<file path="config.mk">
export PLATFORM = sky130hd
export DESIGN_NAME = packed_sum_unpacker_flat
export DESIGN_NICKNAME = d
export VERILOG_FILES = /design/src/rtl/packed_sum_unpacker_if.sv /design/src/rtl/packed_sum_unpacker.sv /design/src/flat_wrapper.sv
export SDC_FILE = /design/constraint.sdc
export NUM_CORES = 1
export LEC_CHECK = 0
export ABC_AREA = 1
export CAP_MARGIN = 10
export CORE_MARGIN = 5
export CORE_UTILIZATION = 40
export DETAILED_ROUTE_END_ITERATION = 10
export PLACE_DENSITY = 0.74
export REMOVE_ABC_BUFFERS = 1
export SYNTH_ARGS = -nofsm -noshare
export SYNTH_HDL_FRONTEND = slang
export SYNTH_SLANG_ARGS = --single-unit
</file>
<file path="constraint.sdc">
create_clock -name clk -period 1.4 [get_ports clk]
set_clock_uncertainty 0.05 [all_clocks]
set_input_delay 0.21 -clock clk [delete_from_list [all_inputs] [get_ports clk]]
set_output_delay 0.21 -clock clk [all_outputs]
set_load 0.005 [all_outputs]
</file>
<file path="src/rtl/packed_sum_unpacker_if.sv">
// Stream bundle between the adder result source, the packed-sum unpacker and its sink.
// The source side drives the packed word in; the sink side drives out_ready back.
interface packed_sum_unpacker_if #(
  parameter int IN_WIDTH  = 32,
  parameter int OUT_WIDTH = 32
);
  logic                 choose_8bit;
  logic                 in_valid;
  logic                 in_ready;
  logic [IN_WIDTH-1:0]  in_data;
  logic                 out_valid;
  logic                 out_ready;
  logic [OUT_WIDTH-1:0] out_data;
  logic                 out_lane;
  logic                 out_last;

  modport master (
    output choose_8bit, in_valid, in_data, out_ready,
    input  in_ready, out_valid, out_data, out_lane, out_last
  );

  modport slave (
    input  choose_8bit, in_valid, in_data, out_ready,
    output in_ready, out_valid, out_data, out_lane, out_last
  );
endinterface

</file>
<file path="src/rtl/packed_sum_unpacker.sv">
// Splits a packed adder result into two sign-extended lanes, or passes a full-width
// word through, as registered valid/ready beats.
module packed_sum_unpacker #(
  parameter int IN_WIDTH  = 32,
  parameter int OUT_WIDTH = 32
) (
  input  logic                 clk,
  input  logic                 reset,
  packed_sum_unpacker_if.slave bus
);

  localparam int HALF = IN_WIDTH / 2;

  typedef enum logic [1:0] {
    IDLE,
    EMIT_LO,
    EMIT_HI
  } state_t;

  state_t               r_state;
  state_t               w_state_nxt;

  logic [IN_WIDTH-1:0]  r_hold;
  logic                 r_mode;

  logic                 r_out_valid;
  logic [OUT_WIDTH-1:0] r_out_data;
  logic                 r_out_lane;
  logic                 r_out_last;

  logic                 w_out_valid_nxt;
  logic [OUT_WIDTH-1:0] w_out_data_nxt;
  logic                 w_out_lane_nxt;
  logic                 w_out_last_nxt;

  logic                 w_out_fire;
  logic                 w_in_ready;
  logic                 w_in_fire;
  logic [IN_WIDTH-1:0]  w_src;
  logic [HALF-1:0]      w_lane0;
  logic [HALF-1:0]      w_lane1;

  function automatic logic [OUT_WIDTH-1:0] sext_half(input logic [HALF-1:0] v);
    logic [OUT_WIDTH-1:0] res;
    res           = {OUT_WIDTH{v[HALF-1]}};
    res[HALF-1:0] = v;
    return res;
  endfunction

  function automatic logic [OUT_WIDTH-1:0] sext_full(input logic [IN_WIDTH-1:0] v);
    logic [OUT_WIDTH-1:0] res;
    res               = {OUT_WIDTH{v[IN_WIDTH-1]}};
    res[IN_WIDTH-1:0] = v;
    return res;
  endfunction

  assign w_out_fire = r_out_valid && bus.out_ready;
  assign w_in_ready = !reset && ((r_state == IDLE) || (w_out_fire && r_out_last));
  assign w_in_fire  = bus.in_valid && w_in_ready;

  // A freshly accepted word feeds its first beat straight from in_data; lane1 comes from the hold register.
  assign w_src   = w_in_fire ? bus.in_data : r_hold;
  assign w_lane0 = w_src[HALF-1:0];
  assign w_lane1 = w_src[IN_WIDTH-1:HALF];

  always_ff @(posedge clk) begin
    if (reset) begin
      r_state     <= IDLE;
      r_hold      <= '0;
      r_mode      <= 1'b0;
      r_out_valid <= 1'b0;
      r_out_data  <= '0;
      r_out_lane  <= 1'b0;
      r_out_last  <= 1'b0;
    end else begin
      r_state     <= w_state_nxt;
      r_out_valid <= w_out_valid_nxt;
      r_out_data  <= w_out_data_nxt;
      r_out_lane  <= w_out_lane_nxt;
      r_out_last  <= w_out_last_nxt;
      if (w_in_fire) begin
        r_hold <= bus.in_data;
        r_mode <= bus.choose_8bit;
      end
    end
  end

  always_comb begin
    w_state_nxt = r_state;
    case (r_state)
      IDLE: begin
        if (w_in_fire) w_state_nxt = EMIT_LO;
      end
      EMIT_LO: begin
        if (w_out_fire) begin
          if (r_mode)         w_state_nxt = EMIT_HI;
          else if (w_in_fire) w_state_nxt = EMIT_LO;
          else                w_state_nxt = IDLE;
        end
      end
      EMIT_HI: begin
        if (w_out_fire) w_state_nxt = w_in_fire ? EMIT_LO : IDLE;
      end
      default: w_state_nxt = IDLE;
    endcase
  end

  // Next value of the registered beat; held unchanged while the sink stalls.
  always_comb begin
    w_out_valid_nxt = r_out_valid;
    w_out_data_nxt  = r_out_data;
    w_out_lane_nxt  = r_out_lane;
    w_out_last_nxt  = r_out_last;
    if (w_in_fire) begin
      w_out_valid_nxt = 1'b1;
      w_out_lane_nxt  = 1'b0;
      w_out_last_nxt  = !bus.choose_8bit;
      w_out_data_nxt  = bus.choose_8bit ? sext_half(w_lane0) : sext_full(w_src);
    end else if (w_out_fire) begin
      if ((r_state == EMIT_LO) && r_mode) begin
        w_out_valid_nxt = 1'b1;
        w_out_lane_nxt  = 1'b1;
        w_out_last_nxt  = 1'b1;
        w_out_data_nxt  = sext_half(w_lane1);
      end else begin
        w_out_valid_nxt = 1'b0;
      end
    end
  end

  assign bus.in_ready  = w_in_ready;
  assign bus.out_valid = r_out_valid;
  assign bus.out_data  = r_out_data;
  assign bus.out_lane  = r_out_lane;
  assign bus.out_last  = r_out_last;

endmodule

</file>
<file path="src/flat_wrapper.sv">
// flat-port wrapper written by rule: the top's interface ports become plain ports
module packed_sum_unpacker_flat 
#(
  parameter int IN_WIDTH  = 32,
  parameter int OUT_WIDTH = 32
)
  (clk, reset, bus_choose_8bit, bus_in_valid, bus_in_data, bus_out_ready, bus_in_ready, bus_out_valid, bus_out_data, bus_out_lane, bus_out_last);
  packed_sum_unpacker_if #(.IN_WIDTH(IN_WIDTH), .OUT_WIDTH(OUT_WIDTH)) bus_i ();
  input  logic clk;
  input  logic reset;
  input wire logic [$bits(bus_i.choose_8bit)-1:0] bus_choose_8bit;
  input wire logic [$bits(bus_i.in_valid)-1:0] bus_in_valid;
  input wire logic [$bits(bus_i.in_data)-1:0] bus_in_data;
  input wire logic [$bits(bus_i.out_ready)-1:0] bus_out_ready;
  output wire logic [$bits(bus_i.in_ready)-1:0] bus_in_ready;
  output wire logic [$bits(bus_i.out_valid)-1:0] bus_out_valid;
  output wire logic [$bits(bus_i.out_data)-1:0] bus_out_data;
  output wire logic [$bits(bus_i.out_lane)-1:0] bus_out_lane;
  output wire logic [$bits(bus_i.out_last)-1:0] bus_out_last;
  assign bus_i.choose_8bit = bus_choose_8bit;
  assign bus_i.in_valid = bus_in_valid;
  assign bus_i.in_data = bus_in_data;
  assign bus_i.out_ready = bus_out_ready;
  assign bus_in_ready = bus_i.in_ready;
  assign bus_out_valid = bus_i.out_valid;
  assign bus_out_data = bus_i.out_data;
  assign bus_out_lane = bus_i.out_lane;
  assign bus_out_last = bus_i.out_last;
  packed_sum_unpacker #(.IN_WIDTH(IN_WIDTH), .OUT_WIDTH(OUT_WIDTH)) u_core (.clk(clk), .reset(reset), .bus(bus_i));
endmodule
</file>
# Yosys cells after proc, flatten, opt, wreduce, memory -nomap -nowiden
# Index checks and enable logic that the tools add are counted.
[op_classes] n_mux=17 eq_ne=5 reduce_logical=15
[op_table] operator="$mux 32" count=5
[op_table] operator="$mux 2" count=4
[op_table] operator="$mux 1" count=7
[op_table] operator="$ne 2x1->1 const B" count=3
[op_table] operator="$pmux 2 s3" count=1
[op_table] operator="$logic_and 1x1->1" count=5
[op_table] operator="$reduce_and 2->1" count=2
[op_table] operator="$reduce_bool 2->1" count=2
[op_table] operator="$reduce_and 3->1" count=1
[op_table] operator="$eq 2x1->1 const B" count=1
[op_table] operator="$eq 2x2->1 const B" count=1
[op_table] operator="$logic_not 1->1" count=2
[op_table] operator="$logic_not 2->1" count=1
[op_table] operator="$reduce_or 2->1" count=1
[op_table] operator="$logic_or 1x1->1" count=1
[word_totals] reg_bits=70 elab_cells=44 input_bits=37 out_inout_bits=36

# Longest topological paths before layout
# Gate-level depths: netlist of the first run.
[logic_depth] word_depth=9 ltp_mapped=12

# Worst setup path before layout of the first run
# No wires, ideal clock.
[synth_path] path_type="reg-to-reg" start="register u_core.r_out_valid (netlist: u_core.bus.out_valid)" end="register u_core.r_out_data[21] (netlist: u_core.bus.out_data[21])" t_arrival_ps=1300 period_less_slack_ps=1482 path_buffers=2 setup_time_ps=132 stages_incl_launch_ff=10 setup_slack_ps=-82 path_cell_list="dfxtp_1 > nand3_1 > nand2_4 > nand3_2 > buf_6 > a21oi_4 > buf_4 > nand2_1 > nand2_1 > a21oi_1"
[synth_between] elab_chain_cells=9
[synth_lines] item="from (decl)" line="packed_sum_unpacker.sv:26" rtl="logic r_out_valid;"
[synth_lines] item="from (signal assigned)" line="packed_sum_unpacker.sv:77" rtl="r_out_valid <= w_out_valid_nxt;"
[synth_lines] item="$logic_and 1x1->1 *" line="packed_sum_unpacker.sv:57" rtl="assign w_out_fire = r_out_valid && bus.out_ready;"
[synth_lines] item="$logic_and 1x1->1" line="packed_sum_unpacker.sv:58" rtl="assign w_in_ready = !reset && ((r_state == IDLE) || (w_out_fire && r_out_last));"
[synth_lines] item="$logic_or 1x1->1" line="packed_sum_unpacker.sv:58"
[synth_lines] item="$logic_and 1x1->1" line="packed_sum_unpacker.sv:58"
[synth_lines] item="$logic_and 1x1->1" line="packed_sum_unpacker.sv:59" rtl="assign w_in_fire = bus.in_valid && w_in_ready;"
[synth_lines] item="$mux 32" line="packed_sum_unpacker.sv:62" rtl="assign w_src = w_in_fire ? bus.in_data : r_hold;"
[synth_lines] item="$mux 32" line="packed_sum_unpacker.sv:120" rtl="if ((r_state == EMIT_LO) && r_mode) begin"
[synth_lines] item="$mux 32" line="packed_sum_unpacker.sv:119" rtl="end else if (w_out_fire) begin"
[synth_lines] item="$mux 32" line="packed_sum_unpacker.sv:114" rtl="if (w_in_fire) begin"
[synth_lines] item="to (signal assigned)" line="packed_sum_unpacker.sv:78" rtl="r_out_data <= w_out_data_nxt;"
[synth_lines] item="to (decl)" line="packed_sum_unpacker.sv:27" rtl="logic [OUT_WIDTH-1:0] r_out_data;"
# Mark *: on every way between the ends. The rest lies on a longest branch, timed or not. The select of a mux whose other input is x is not followed.
# A chain may end at the register's enable or synchronous reset.

# Worst setup path in the final report of the first run
[layout_path] start="register u_core.r_out_valid (netlist: u_core.bus.out_valid)" end="register u_core.r_out_data[16] (netlist: u_core.bus.out_data[16])"
# Same word-level chain as after synthesis.

==> results.tsv, run 1 <==
metric	value	unit
TritonCTS Sinks	54	
leakage power	0.00177	uW
Sw Ratio	25.5	%
Post-synth EDFFs	0	
Syn. warnings	0	
post-route insts no fill	494	
crit path from	u_core.bus.out_valid	
area leader, netlist	dfxtp_1	
failing checks	negative setup slack	
max_slew headroom	74.5	%
total number of vias	2566	
Fin Setup TNS	-1.22	ns
FF-to-FF End	u_core.bus.out_data[16]	
GR Util met1	25.0	%
dominant synthesized flop cell	dfxtp_1	
Max Slew Vio Count	0	
layout cell share with drive strength beyond 1	35.8	%
status	finished with violations	
Post-DP HPWL	4690	um
core box area	5470	sq um
CTS buffer count	5	
Post-synth top cells	114 x nand2_1, 54 x dfxtp_1, 37 x a21oi_1	
first-pass GRT wire length	12000	um
wire per inst	16.2	um
die area	7210	sq um
sequential share of power	44.6	%
Mapped Cells	305	
Final WS setup	-0.124	ns
CP Data Arrival Time	1.71	ns
dpl cell area	3290	sq um
unrepaired setup endpoints after global routing	yes	
Worst Setup EP	u_core.bus.out_data[16]	
Synth cell types	19	
Setup crit end kind	register	
critical path required time	1.58	ns
Startpoint Class	register	
Worst Reg-to-Reg Cells	7	
CP peak stage delay	0.37	ns
vias in the first global route	2478	
H-tree depth	2	
minimum clock period	1.52	ns
first-pass iteration count of the detailed router	4	
fin nets	458	
measured slew at the worst slew-check pin	0.383	ns
# rows	27	
sequence of cells on the critical path	nand2_2, nor2_4, nand3_4, o21ai_4, buf_6, nand2_2, a21oi_2	
Avg Inst Size Synth	7.36	sq um
critical path's most frequent cell	nand2_2	
chip height	84.9	um
grt peak-use layer	met2	
GR Util met2	36.4	%
Die W	84.9	um
DP Cell Count	469	
power per cell area	971	nW/um^2
GR Overflow Total	0	
r2r setup slk	-0.12	ns
GRT met3 Usage	5.15	%
DRC	0	
Reg-to-Reg Start	u_core.bus.out_valid	
WL final	8000	um
Final Hold Viols	0	
final setup fails	27	
Crit-path slowest cell	dfxtp_2	
remaining antenna violation count	0	
IO Pins	73	
CP bufs+invs	1	
internal power	2840	uW
share of the synthesized area in the top cell type	48.1	%
register bit total from synthesis	54	
period utilization	109	%
register area share after synthesis	48.1	%
largest net degree at the start of global routing	36	
Peak supply drop	0.587	mV
cell family with most CP delay	simple AND/OR/NAND/NOR gates	
clock power share	33.6	%
largest fanout on the critical path	5	
maxcap violations	0	
Sw Pwr	974	uW
top-count cell post-synth	nand2_1	
initial antenna violation count	0	
Crit Path Class	reg2reg	
Hold Path Class	in2reg	
CTS clk-pin slew, worst paths	0.10	ns
Root Driver	clkbuf_8	
GP Congestion	0.773	
fin area	3930	sq um
top post-synthesis cells by area	dfxtp_1 48%, nand2_1 19%, a21oi_1 8.2%	
clock tree from TritonCTS	yes	
Comb power frac	21.8	%
Critical Path Stages	7	
Initial DRC Count	191	
n_diodes	0	
Starting Density	41.0	%
All-Layer GR Usage	20.6	%
FFs w/ async S/R, synth	0	%
synth-to-layout area growth	74.9	%
clk_lat worst skew	0.31	ns
fmax	656	MHz
clock buffer depth	2	
Via density	5.19	
Port Buffer Count	72	
Mapped Area	2250	sq um
-- cell usage in the layout, fill, tap and decap left out, types with 12 or more instances in the layout --
cell type	count
buf_4	39
buf_6	13
clkdlybuf4s50_1	35
dfxtp_2	27
a31oi_1	12
dlygate4sd2_1	30
nand2_2	25
dfxtp_1	27
nand2_1	87
a21oi_1	33
nand4_1	15
-- power groups by stage --
stage                     Clock [uW]  Combinational [uW]  Sequential (uW)
after floorplan                    0                 231             1710
after global placement             0                 667             1710
after detailed placement           0                 680             1710
after CTS                       1290                 746             1690
after global routing            1360                 891             1710
final                           1280                 832             1700
-- worst min-delay path, delay by kind of cell --
kind,cells,cell delay [ns]
AND/OR/NAND/NOR,1,0.08
AO/OA/AOI/OAI,1,0.11
buffers and inverters,2,0.29
-- layout make-up --
cell class / count / area (sq um)
Fill cell: 417 / 1540
Multi-Input combinational cell: 219 / 1250
Timing Repair Buffer: 132 / 1290
Clock inverter: 2 / 60.1
Tap cell: 72 / 90.1
Inverter: 9 / 40.0
Sequential cell: 54 / 1110
Clock buffer: 6 / 82.6
-- per-layer routing --
layer  up-vias  share of wire [%]
met5         -                  0
met4         0                1.0
met3        11                6.1
met2        83                 52
met1      1210                 41
li1       1262                  -
-- state kept, by name, indices dropped and copies added, names as in the netlist --
signal / count
u_core.bus.out_lane: 1
u_core.r_mode: 1
u_core.bus.out_valid: 1
u_core.r_state: 2
u_core.bus.out_data: 32
u_core.r_hold: 16
u_core.bus.out_last: 1
-- per-stage QoR --
stage                     power (uW)  utilization [%]  setup slack, ns  hold slack, ns
after global routing            3960             71.8           -0.165           0.400
after floorplan                 1940                -           -0.765           0.229
after CTS                       3720             67.9          -0.0483           0.362
final                           3810             71.8           -0.124           0.367
after detailed placement        2390             60.2           -0.531           0.412
after global placement          2380             60.2           -0.471           0.403
-- cells by family (layout without fill, tap and decap cells) --
kind of cell           Yosys count  after routing  synth area share, %
flip-flops                      54             54                 48.1
buffers and inverters           33            149                 6.80
AND/OR/NAND/NOR                143            144                 26.8
AO/OA/AOI/OAI                   75             75                 18.3
-- worst min path at each step --
stage | startpoint | to | slack (ns) | cells past startpoint
final | bus_out_ready | u_core.bus.out_valid | 0.37 | 4
after global routing | bus_in_data[5] | u_core.bus.out_data[5] | 0.40 | 3
after CTS | bus_out_ready | u_core.bus.out_valid | 0.36 | 4
after detailed placement | u_core.bus.out_data[22] | u_core.bus.out_data[22] | 0.41 | 2
after global placement | u_core.bus.out_data[26] | u_core.bus.out_data[26] | 0.40 | 2
after floorplan | reset | u_core.bus.out_data[15] | 0.23 | 1
-- timing repair --
item                       in CTS  in global routing
cloned                          4                  2
hold buffers                    0                  0
setup buffers                   9                  3
resized for setup             108                 50
setup endpoints to repair      88                 47
pin swaps                      10                 14
(Power assumes the default switching activity.)
==> run 2, diff against run 1 <==
--- a/config.mk
+++ b/config.mk
@@ -7,11 +7,14 @@
 export LEC_CHECK = 0
 export ABC_AREA = 1
 export CAP_MARGIN = 10
+export CELL_PAD_IN_SITES_DETAIL_PLACEMENT = 0
+export CELL_PAD_IN_SITES_GLOBAL_PLACEMENT = 1
 export CORE_MARGIN = 5
-export CORE_UTILIZATION = 40
+export CORE_UTILIZATION = 28
 export DETAILED_ROUTE_END_ITERATION = 10
-export PLACE_DENSITY = 0.74
+export PLACE_DENSITY_LB_ADDON = 0.1
 export REMOVE_ABC_BUFFERS = 1
+export SETUP_SLACK_MARGIN = 0.02
 export SYNTH_ARGS = -nofsm -noshare
 export SYNTH_HDL_FRONTEND = slang
 export SYNTH_SLANG_ARGS = --single-unit
==> run 2 against run 1 <==
  * Via count fell by 6.0%
  * Sequential share of layout area fell by 0.43 points
  * Flip-flop and latch count did not move
  * Non-clock buffer count rose by 2
  * Clock power fell by 15%
  * Wire length fell by 3.8%
  * The flow still finishes with violations (negative setup slack)
  * Maximum frequency rose by 5.1%
==> results.tsv, run 2 (same netlist as run 1, synthesis figures left out) <==
metric	value	unit	change
n_diodes	0		unchanged
CP peak stage delay	0.39	ns	+0.02 ns
total number of vias	2413		-6.0%
chip height	99.6	um	+17%
failing checks	negative setup slack		
final setup fails	22		-19%
DRC	0		unchanged
GP Congestion	0.719		-7.0%
clock tree from TritonCTS	yes		
All-Layer GR Usage	15.4	%	-5.2 points
Crit Path Class	reg2reg		
core box area	7770	sq um	+42%
Post-DP HPWL	4980	um	+6.3%
H-tree depth	2		unchanged
critical path required time	1.53	ns	-0.05 ns
vias in the first global route	2393		-3.4%
first-pass GRT wire length	12200	um	+1.4%
Die W	99.6	um	+17%
remaining antenna violation count	0		unchanged
Final WS setup	-0.0498	ns	+0.0745 ns
Largest register FFs	32		unchanged
layout cell share with drive strength beyond 1	36.7	%	+0.95 points
wire per inst	14.7	um	-9.3%
WL final	7700	um	-3.8%
sequence of cells on the critical path	nand3_4, nand2_4, nand3_4, buf_6, buf_12, nand2_4, nand2_2, nand2_1, nand2_1, nand2_2, a21oi_1		
first-pass iteration count of the detailed router	4		unchanged
synth-to-layout area growth	78.2	%	
internal power	2670	uW	-5.8%
Fin Setup TNS	-0.569	ns	+0.651 ns
fmax	690	MHz	+5.1%
Via density	4.60		-11%
period utilization	104	%	-5.3 points
TritonCTS Sinks	54		unchanged
power per cell area	907	nW/um^2	-6.6%
clock buffer depth	2		unchanged
Final Hold Viols	0		unchanged
Crit-path slowest cell	dfxtp_4		
# rows	32		+19%
unrepaired setup endpoints after global routing	yes		
sequential share of power	46.9	%	+2.3 points
most frequent cells in the layout	90 x nand2_1, 37 x dlygate4sd2_1, 34 x a21oi_1, 34 x buf_4, 33 x clkdlybuf4s50_1		
commonest non-fill, non-tap cell in the layout	nand2_1		
die area	9910	sq um	+37%
status	finished with violations		
Starting Density	28.9	%	-12 points
Peak supply drop	0.480	mV	-18%
dpl cell area	3380	sq um	+2.6%
Sw Pwr	955	uW	-2.0%
initial antenna violation count	0		unchanged
Startpoint Class	register		
fin nets	459		+0.22%
Max Slew Vio Count	0		unchanged
hold buffer count at cts	0		unchanged
Initial DRC Count	41		-79%
Root Driver	clkbuf_8		
fin area	4000	sq um	+1.9%
max_slew headroom	72.4	%	-2.1 points
Sw Ratio	26.3	%	+0.76 points
largest fanout on the critical path	8		+3
Setup crit end kind	register		
cell family with most CP delay	simple AND/OR/NAND/NOR gates		
maxcap violations	0		unchanged
leakage power	0.00176	uW	-0.44%
clk_lat worst skew	0.31	ns	about the same
Comb power frac	23.1	%	+1.3 points
CTS buffer count	5		unchanged
minimum clock period	1.45	ns	-0.0745 ns
measured slew at the worst slew-check pin	0.414	ns	+0.0313 ns
clock power share	30.0	%	-3.6 points
IO Pins	73		unchanged
Hold Path Class	in2reg		
CP bufs+invs	2		+1
CP Data Arrival Time	1.58	ns	-0.13 ns
setup slack at placement	-0.576	ns	-0.0456 ns
CTS clk-pin slew, worst paths	0.10	ns	about the same
total power	3630	uW	-4.8%
largest net degree at the start of global routing	36		unchanged
Port Buffer Count	72		unchanged
GR Overflow Total	0		unchanged
[run 2: changes by cell type in the layout (fill, tap and decap cells not counted), moves of 6 or more]
| cell | previous run | this run |
|---|---|---|
| dlygate4sd2_1 | 30 | 37 |
| o21ai_1 | 8 | 2 |
| nand2_2 | 25 | 16 |
| nand2_4 | 4 | 10 |
| o21ai_2 | 5 | 16 |
[run 2: timing repair]
action	4_1_cts	5_1_grt
gates resized for setup	127	56
setup endpoints to repair	89	49
cloned	4	2
pin swaps	15	14
setup buffers	8	2
[run 2: worst reg2reg max path: cells and delay by family, from the launching register on]
kind            cells  cell delay, ns
buf+inv             2            0.30
simple gates        8            0.53
compound gates      1            0.05
flops               1            0.39
[run 2: final timing paths]
kind	start	endpoint	slack [ns]	cells after the start
max	u_core.bus.out_valid	u_core.bus.out_data[18]	-0.05	11
min	bus_in_data[4]	u_core.bus.out_data[4]	0.40	3
max reg2reg	u_core.bus.out_valid	u_core.bus.out_data[18]	-0.05	11
min reg2reg	u_core.bus.out_data[18]	u_core.bus.out_data[18]	0.41	2
[run 2: area by class of cell]
cell class / instances / area (sq um)
fill: 792 / 3760
timing repair buffer: 134 / 1350
multi-input combinational: 218 / 1250
sequential: 54 / 1120
tap: 102 / 128
clock buffer: 6 / 82.6
inverter: 9 / 41.3
clock inverter: 1 / 30.0
[run 2: power groups by stage]
stage | Clock, uW | Combinational, uW | Sequential, uW
CTS | 1120 | 778 | 1690
finish | 1090 | 840 | 1700
detailed placement | 0 | 711 | 1710
global placement | 0 | 708 | 1710
floorplan | 0 | 231 | 1710
global route | 1180 | 917 | 1710
[run 2: through the flow]
step / std cells / utilization, % / hold slack (ns)
floorplan: 281 / - / 0.229
global placement: 502 / 43.5 / 0.403
detailed placement: 502 / 43.5 / 0.404
CTS: 521 / 48.9 / 0.398
global route: 524 / 51.5 / 0.414
finish: 524 / 51.5 / 0.402
[run 2: metal layers]
layer	global-route usage, %	part of all wire (%)	routed length [um]	vias to the layer above
met3	3.58	4.8	368	5
met1	19.6	45	3440	1089
met5	0	0	0	-
met2	26.2	50	3820	58
li1	-	-	-	1261
met4	3.68	0.92	71	0
==> run 3, diff against run 2 <==
--- a/config.mk
+++ b/config.mk
@@ -11,6 +11,7 @@
 export CELL_PAD_IN_SITES_GLOBAL_PLACEMENT = 1
 export CORE_MARGIN = 5
 export CORE_UTILIZATION = 28
+export CTS_CLUSTER_DIAMETER = 100
 export DETAILED_ROUTE_END_ITERATION = 10
 export PLACE_DENSITY_LB_ADDON = 0.1
 export REMOVE_ABC_BUFFERS = 1
@@ -18,3 +19,4 @@
 export SYNTH_ARGS = -nofsm -noshare
 export SYNTH_HDL_FRONTEND = slang
 export SYNTH_SLANG_ARGS = --single-unit
+export TNS_END_PERCENT = 20
==> run 3 against run 2 <==
  * The flow still finishes with violations (negative setup slack)
  * Critical path depth down 1
  * Cell area down 7.6%
  * Die area unchanged
  * Cell count down 1.7%
  * Combinational power down 13%
  * Register-to-register slack about the same
  * First-iteration DRC count up 44%
  * Count of clock-buffer cells in the layout unchanged
==> results.tsv, run 3 (same netlist as run 1, synthesis figures left out) <==
metric	value	unit	change
Hold Path Class	in2reg		
core box area	7770	sq um	unchanged
unrepaired setup endpoints after global routing	yes		
TritonCTS Sinks	54		unchanged
Comb power frac	20.8	%	-2.3 points
FF-to-FF End	u_core.bus.out_data[24]		
Initial DRC Count	59		+44%
chip height	99.6	um	unchanged
fin area	3700	sq um	-7.6%
Peak supply drop	0.474	mV	-1.3%
GP Congestion	0.719		unchanged
Port Buffer Count	72		unchanged
status	finished with violations		
max_slew headroom	72.3	%	-0.080 points
sequential share of power	48.3	%	+1.4 points
r2r setup slk	-0.06	ns	about the same
clock tree from TritonCTS	yes		
H-tree depth	2		unchanged
Worst Setup EP	u_core.bus.out_data[24]		
measured slew at the worst slew-check pin	0.415	ns	+0.00121 ns
GR Overflow Total	0		unchanged
initial antenna violation count	0		unchanged
die area	9910	sq um	unchanged
fin nets	450		-2.0%
fin util	47.6	%	-3.9 points
WL final	7240	um	-6.0%
# rows	32		unchanged
CP Data Arrival Time	1.59	ns	about the same
minimum clock period	1.46	ns	+0.00872 ns
CTS buffer count	5		unchanged
wire per inst	14.1	um	-4.3%
Root Driver	clkbuf_8		
post-route insts no fill	515		-1.7%
CTS clk-pin slew, worst paths	0.10	ns	about the same
Worst Reg-to-Reg Cells	10		-1
first-pass iteration count of the detailed router	4		unchanged
synth-to-layout area growth	64.6	%	
fmax	686	MHz	-0.60%
dpl cell area	3380	sq um	unchanged
Die W	99.6	um	unchanged
Setup crit end kind	register		
n_diodes	0		unchanged
Final Hold Viols	0		unchanged
Sw Pwr	899	uW	-5.8%
first-pass GRT wire length	11800	um	-3.5%
final setup fails	27		+23%
Max Slew Vio Count	0		unchanged
Hold Slack	0.412	ns	+0.0104 ns
internal power	2610	uW	-2.6%
most frequent cells in the layout	101 x nand2_1, 38 x buf_4, 36 x a21oi_1, 36 x dlygate4sd2_1, 34 x clkdlybuf4s50_1		
commonest non-fill, non-tap cell in the layout	nand2_1		
power per cell area	948	nW/um^2	+4.6%
DP Cell Count	502		unchanged
vias in the first global route	2308		-3.6%
Final WS setup	-0.0585	ns	-0.00872 ns
layout cell share with drive strength beyond 1	28.1	%	-8.6 points
crit path from	u_core.bus.out_valid		
Reg-to-Reg Start	u_core.bus.out_valid		
remaining antenna violation count	0		unchanged
maxcap violations	0		unchanged
total number of vias	2366		-1.9%
Largest register FFs	32		unchanged
Via density	4.59		-0.23%
largest fanout on the critical path	8		unchanged
period utilization	104	%	+0.62 points
critical path required time	1.53	ns	about the same
Sw Ratio	25.7	%	-0.65 points
hold path cells	3		unchanged
leakage power	0.00164	uW	-6.8%
Post-DP HPWL	4980	um	unchanged
IO Pins	73		unchanged
hold buffer count at cts	0		unchanged
largest net degree at the start of global routing	36		unchanged
clock power share	30.9	%	+0.9 points
DRC	0		unchanged
Starting Density	28.9	%	unchanged
Crit Path Class	reg2reg		
clock buffer depth	2		unchanged
All-Layer GR Usage	14.8	%	-0.57 points
failing checks	negative setup slack		
clk_lat worst skew	0.30	ns	about the same
Startpoint Class	register		
[run 3: cell count changes in the layout (fill, tap and decap cells not counted), sizes merged]
cell	previous run	this run
buf	59	54
dlygate4sd2	37	36
clkdlybuf4s15	1	0
clkbuf	8	6
clkdlybuf4s50	33	34
bufbuf	1	0
[run 3: worst min-delay path by stage]
stage / startpoint / to / slack (ns)
2_1_floorplan: reset / u_core.bus.out_data[15] / 0.23
3_3_place_gp: u_core.bus.out_data[29] / u_core.bus.out_data[29] / 0.40
3_5_place_dp: u_core.bus.out_data[26] / u_core.bus.out_data[26] / 0.40
4_1_cts: bus_in_data[14] / u_core.bus.out_data[14] / 0.40
5_1_grt: bus_in_data[1] / u_core.bus.out_data[1] / 0.42
6_report: bus_in_data[13] / u_core.bus.out_data[13] / 0.41
[run 3: routing by layer]
metal	up-vias	track usage (%)	wire, um
li1	1237	-	-
met1	1066	19.3	3440
met3	7	3.58	308
met5	-	0	0
met4	0	3.89	87
met2	56	24.4	3410
[run 3: area by class of cell]
type / instances / area, sq um
Timing Repair Buffer: 125 / 1190
Clock buffer: 6 / 82.6
Tap cell: 102 / 128
Fill cell: 823 / 4070
Multi-Input combinational cell: 218 / 1110
Inverter: 9 / 36.3
Sequential cell: 54 / 1120
Clock inverter: 1 / 30.0
[run 3: power by group through the flow]
stage               clock network (uW)  registers, uW  logic (uW)
floorplan                            0           1710         231
global placement                     0           1710         708
detailed placement                   0           1710         711
CTS                               1120           1690         726
global route                      1180           1700         806
finish                            1080           1690         730
[run 3: timing repair]
action	4_1_cts	5_1_grt
pin swaps	14	6
endpoints found under the setup margin	89	52
gates resized for setup	101	18
endpoints found under the hold margin	0	0
gates cloned	2	0
setup buffers	2	2
[run 3: critical path, stage by stage, from the launching register on]
cell     delay, ns
dfxtp_2       0.37
nand3_2       0.10
nand2_4       0.09
nand3_4       0.18
buf_8         0.22
nand2_1       0.08
nand2_1       0.06
nand2_1       0.05
nand2_1       0.04
nand2_1       0.05
a21oi_1       0.05
[run 3: metrics by stage]
step | TNS [ns] | setup WS, ns | total power, uW
final | -0.736 | -0.0585 | 3510
after global routing | -4.64 | -0.165 | 3690
after CTS | -0.591 | -0.0413 | 3540
after detailed placement | -25.70 | -0.576 | 2420
after global placement | -24.89 | -0.554 | 2420
after floorplan | -26.16 | -0.765 | 1940
==> RTL change 1, RTL diff (flow settings as in run 3) <==
The 3 states of `state_t` get a one-hot encoding in 3 bits.
--- a/src/rtl/packed_sum_unpacker.sv
+++ b/src/rtl/packed_sum_unpacker.sv
@@ -11,10 +11,10 @@
 
   localparam int HALF = IN_WIDTH / 2;
 
-  typedef enum logic [1:0] {
-    IDLE,
-    EMIT_LO,
-    EMIT_HI
+  typedef enum logic [2:0] {
+    IDLE    = 3'b001,
+    EMIT_LO = 3'b010,
+    EMIT_HI = 3'b100
   } state_t;
 
   state_t               r_state;
Function: same outputs for any inputs over 10 cycles, from zero or initial values and one cycle with reset high; not proved beyond that.
==> RTL change 1 against run 3 <==
  * The flow still finishes with violations (setup timing)
  * Global-route usage grew 0.47 points
  * Die area up 5.7%
  * Setup slack better by 32 ps
  * Final area is 0.81% higher
  * Routed wire length grew 3.1%
  * Hold slack lost 7.4 ps
  * Clock power shrank 22%
  * Area after synthesis rose by 6.3%
  * Sequential cell count is 1 higher
  * Total power increased by 5.6%
==> RTL change 1: results (changes against run 3) <==
| Metric | Value |
|---|---|
| Initial antenna violation count | 0 (unchanged) |
| First-pass GRT wire length | 12300 um (+4.5%) |
| Top sig layer | met4 |
| Met1 usage | 20.0% (+0.69 points) |
| Hpwl dp | 5390 um (+8.1%) |
| Placed cell area | 3580 um^2 (+5.9%) |
| Metal3 WL | 371 um (+20%) |
| Sequential element share of the synthesized area | 46.1% (-2.0 points) |
| Met2 Track Usage GR | 25.2% (+0.76 points) |
| IO Port Bufs | 72 (unchanged) |
| Main area contributors after synthesis | dfxtp_1 (46%), nand2_1 (18%), a21oi_1 (8.2%), a31oi_1 (3.9%), nand4_1 (3.9%) |
| Ys flop type | dfxtp_1 |
| Post-synthesis compound-gate area fraction | 18.6% (+0.28 points) |
| Met1 wire length | 3520 um (+2.2%) |
| Largest family of logic cells by synthesized area | simple AND/OR/NAND/NOR gates |
| Synth async-reset ratio | 0% (unchanged) |
| Tot GR Track Use | 15.3% (+0.47 points) |
| Vias in the first global route | 2462 (+6.7%) |
| XOR/XNOR Fraction of Synth Area | 0% (unchanged) |
| Clk buf depth | 2 (unchanged) |
| Worst endpoint data arrival time | 1610 ps (+20 ps) |
| Nets | 464 (+3.1%) |
| Clock slew at reported path FFs | 100 ps (about the same) |
| Failing checks | setup timing |
| DR WL/cell | 14.1 um (about the same) |
| Pin count of the biggest net entering global routing | 27 (-25%) |
| Synth Area in Adders | 0% (unchanged) |
| Yosys warns | 0 (unchanged) |
| Total CTS buffers | 5 (unchanged) |
| Initial DRC count | 73 (+24%) |
| Max reg flops | 32 (unchanged) |
| Clk root buf | clkbuf_8 |
| Leak | 0.00167 uW (+1.6%) |
| Post-synthesis mux area share | 0% (unchanged) |
| Status | finished, violations left |
| Slew HR | 78.4% (+6.1 points) |
| H-tree depth | 2 (unchanged) |
| Peak VDD IR | 0.000434 V (-8.4%) |
| Grt met3 use | 3.07% (-0.50 points) |
| Worst Hold Class | in2reg |
| Final worst slack | -26.3 ps (+32.2 ps) |
| Setup tns final | -260 ps (+476 ps) |
| Clk_lat worst skew | 310 ps |
| Post-synth cell types | 26 (+7) |
| Vias per inst | 4.59 (-0.18%) |
| Share of layout cells above drive strength 1 | 26.5% (-1.6 points) |
| Ant. Diodes | 0 (unchanged) |
| Crit-path max FO | 8 (unchanged) |
| Most frequent cells after synthesis | nand2_1 (117), dfxtp_1 (55), a21oi_1 (39) |
| DRT Pass-1 Iters | 4 (unchanged) |
| Gpl congestion | 0.754 (+4.8%) |
| Setup-failing EPs final | 21 (-22%) |
| Dpl ws | -453 ps (+124 ps) |
| Met2 Routed Length | 3500 um (+2.6%) |
==> RTL change 1: per-stage QoR <==
| stage | cells | utilization (%) | power [uW] |
|---|---|---|---|
| 2_1_floorplan | 297 | - | 2210 |
| 3_3_place_gp | 524 | 43.3 | 2920 |
| 3_5_place_dp | 524 | 43.3 | 2920 |
| 4_1_cts | 531 | 44.8 | 3750 |
| 5_1_grt | 531 | 45.1 | 3950 |
| 6_report | 531 | 45.1 | 3700 |
==> RTL change 1: worst paths after layout <==
check | startpoint | end | slack [ps] | cells past startpoint
hold / removal | bus_in_data[6] | u_core.bus.out_data[6] | 400 | 3
setup reg to reg | u_core.r_state[0] | u_core.bus.out_data[3] | -30 | 8
setup / recovery | u_core.r_state[0] | u_core.bus.out_data[3] | -30 | 8
hold reg to reg | u_core.bus.out_lane | u_core.bus.out_lane | 410 | 2
==> RTL change 1: critical path: stages (launching register included) <==
cell	delay (ps)
dfxtp_2	350
inv_1	50
nand3_1	110
nor2_2	160
nand2_4	100
nand2_4	120
buf_4	160
o21ai_0	80
a31oi_1	160
==> RTL change 1: power by group <==
| part | total (uW) | switching, uW | internal [uW] |
|---|---|---|---|
| Sequential | 1790 | 69.2 | 1720 |
| Combinational | 1070 | 518 | 553 |
| Clock | 842 | 506 | 336 |
==> RTL change 1: what timing repair did <==
| action | CTS | global route |
|---|---|---|
| pin swaps | 5 | 1 |
| setup buffers | 1 | 0 |
| resized for setup | 78 | 12 |
| hold buffers | 0 | 0 |
| endpoints found under the setup margin | 72 | 53 |
==> RTL change 1: layout make-up <==
cell class | count | area, um^2
clock buffer | 6 | 72.6
fill | 875 | 4530
inverter | 15 | 71.3
multi-input combinational | 227 | 1140
sequential | 55 | 1130
tap | 105 | 131
timing repair buffer | 123 | 1180
==> RTL change 2, RTL diff (flow settings as in run 3) <==
Made on the original files. `OUT_WIDTH` is set to 32 in 3 places; all go to 64.
--- a/src/rtl/packed_sum_unpacker_if.sv
+++ b/src/rtl/packed_sum_unpacker_if.sv
@@ -2,7 +2,7 @@
 // The source side drives the packed word in; the sink side drives out_ready back.
 interface packed_sum_unpacker_if #(
   parameter int IN_WIDTH  = 32,
-  parameter int OUT_WIDTH = 32
+  parameter int OUT_WIDTH = 64
 );
   logic                 choose_8bit;
   logic                 in_valid;
--- a/src/rtl/packed_sum_unpacker.sv
+++ b/src/rtl/packed_sum_unpacker.sv
@@ -2,7 +2,7 @@
 // word through, as registered valid/ready beats.
 module packed_sum_unpacker #(
   parameter int IN_WIDTH  = 32,
-  parameter int OUT_WIDTH = 32
+  parameter int OUT_WIDTH = 64
 ) (
   input  logic                 clk,
   input  logic                 reset,
--- a/src/flat_wrapper.sv
+++ b/src/flat_wrapper.sv
@@ -2,7 +2,7 @@
 module packed_sum_unpacker_flat 
 #(
   parameter int IN_WIDTH  = 32,
-  parameter int OUT_WIDTH = 32
+  parameter int OUT_WIDTH = 64
 )
   (clk, reset, bus_choose_8bit, bus_in_valid, bus_in_data, bus_out_ready, bus_in_ready, bus_out_valid, bus_out_data, bus_out_lane, bus_out_last);
   packed_sum_unpacker_if #(.IN_WIDTH(IN_WIDTH), .OUT_WIDTH(OUT_WIDTH)) bus_i ();
Interface: changed (resized bus_out_data); port bits go from 73 to 105. The function was not compared with the original's and may differ.
==> RTL change 2 against run 3 <==
  * The run still ends with setup timing left
  * Setup slack lost 37 ps
  * Sequential cell count up 1
  * First-iteration DRC count increased by 47%
  * Area after synthesis grew 21%
  * Routed wire length is 24% higher
  * Core utilization is 3.5 points lower
  * Synthesized cell count rose by 22%
  * Total power increased by 4.9%
  * Final area rose by 15%
  * Critical path type unchanged
==> RTL change 2: results (changes against run 3) <==
| Metric | Value |
|---|---|
| Share of layout cells above drive strength 1 | 35.3% (+7.2 points) |
| Status | finished, violations left |
| Most frequent cells after synthesis | nand2_1 (131), dfxtp_1 (55), buf_4 (32) |
| Post-synthesis cell count | 373 (+22%) |
| Slew HR | 76.4% (+4.1 points) |
| Fillers | 1035 (+26%) |
| Vias per inst | 4.50 (-2.0%) |
| DRT Pass-1 Iters | 5 (+1) |
| Gpl congestion | 0.737 (+2.4%) |
| Sequential element share of the synthesized area | 40.4% (-7.7 points) |
| Post-synthesis mux area share | 0% (unchanged) |
| Post-synthesis compound-gate area fraction | 15.2% (-3.1 points) |
| Clk buf depth | 2 (unchanged) |
| Vias in the first global route | 2642 (+14%) |
| Final worst slack | -95.5 ps (-37.0 ps) |
| Worst endpoint data arrival time | 1690 ps (+100 ps) |
| First-pass GRT wire length | 13400 um (+14%) |
| Initial DRC count | 87 (+47%) |
| Total routed wirelength | 8950 um (+24%) |
| Tot GR Track Use | 14.6% (-0.18 points) |
| Pin count of the biggest net entering global routing | 27 (-25%) |
| Post-synth cell types | 23 (+4) |
| WHS | 119 ps (-294 ps) |
| Clk_lat worst skew | 320 ps (+20 ps) |
| Failing checks | setup timing |
| IO Port Bufs | 104 (+44%) |
| DR WL/cell | 14.4 um (+2.1%) |
| Nets | 526 (+17%) |
| HP Start | reset |
| Peak VDD IR | 0.000363 V (-23%) |
| Worst Hold Class | in2reg |
| Leak | 0.00208 uW (+27%) |
| Hpwl dp | 5980 um (+20%) |
| Setup-failing EPs final | 34 (+26%) |
| Main area contributors after synthesis | dfxtp_1 (40%), nand2_1 (18%), buf_4 (8.8%), a21oi_1 (5.1%), nand4_1 (3.9%) |
| Dpl ws | -526 ps (+50.2 ps) |
| Initial antenna violation count | 0 (unchanged) |
| XOR/XNOR Fraction of Synth Area | 0% (unchanged) |
| Crit-path max FO | 8 (unchanged) |
| Placed cell count | 608 (+21%) |
| Synth Area in Adders | 0% (unchanged) |
| Clk root buf | clkbuf_8 |
-- RTL change 2: metal layers --
metal	share of wire (%)	vias up	GRT usage [%]	wire, um
li1	-	1426	-	-
met2	48	86	24.5	4270
met5	0	-	0	0
met1	45	1287	18.6	4010
met3	6.4	6	3.49	571
met4	1.2	0	4.51	105
-- RTL change 2: area by class of cell --
type                            instances  area, um^2  share of cell area [%]
Clock buffer                            6        82.6                    1.94
Clock inverter                          2        35.0                   0.824
Inverter                               25        98.8                    2.32
Multi-Input combinational cell        240        1280                    30.0
Sequential cell                        55        1140                    26.7
Tap cell                              133         166                    3.91
Timing Repair Buffer                  162        1460                    34.2
-- RTL change 2: path summary, 6_finish.rpt --
check	end	cells after the start
setup / recovery	u_core.bus.out_data[19]	8
hold / removal	u_core.r_state[0]	2
setup reg to reg	u_core.bus.out_data[19]	8
hold reg to reg	u_core.r_hold[15]	2
-- RTL change 2: kinds of logic (layout without fill, tap and decap cells) --
kind of cell	count (synthesis)	count (layout)
flip-flops	55	55
AND/OR/NAND/NOR	165	168
buffers and inverters	81	195
AO/OA/AOI/OAI	72	72
-- RTL change 2: power breakdown --
group,switching [uW],internal (uW),leakage [uW],total [uW]
sequential,44.1,1660,0.000462,1700
combinational,392,429,0.00155,821
clock,575,581,0.0000612,1160
total,1010,2660,0.00208,3680
-- RTL change 2: worst max-delay path, stage by stage, from the launching register on --
cell	delay, ps
dfxtp_2	370
nand3_4	80
nand2_4	110
nand3_4	190
nand2_8	180
nand3_2	160
nand2_1	100
inv_1	40
a21oi_1	140
-- RTL change 2: what timing repair did --
action | in CTS | in global routing
pin swaps | 2 | 3
hold buffers | 0 | 0
gates resized for setup | 197 | 38
buffers inserted | 1 | 1
setup endpoints to repair | 104 | 53
cloned | 2 | 3
-- RTL change 2: metrics by stage --
stage | total power [uW] | setup TNS (ps) | area, um^2
after floorplan | 1990 | -14860 | 2340
after global placement | 2550 | -20900 | 4070
after detailed placement | 2550 | -21850 | 4070
after CTS | 3660 | -1510 | 4090
after global routing | 3850 | -5820 | 4250
final | 3680 | -1740 | 4250
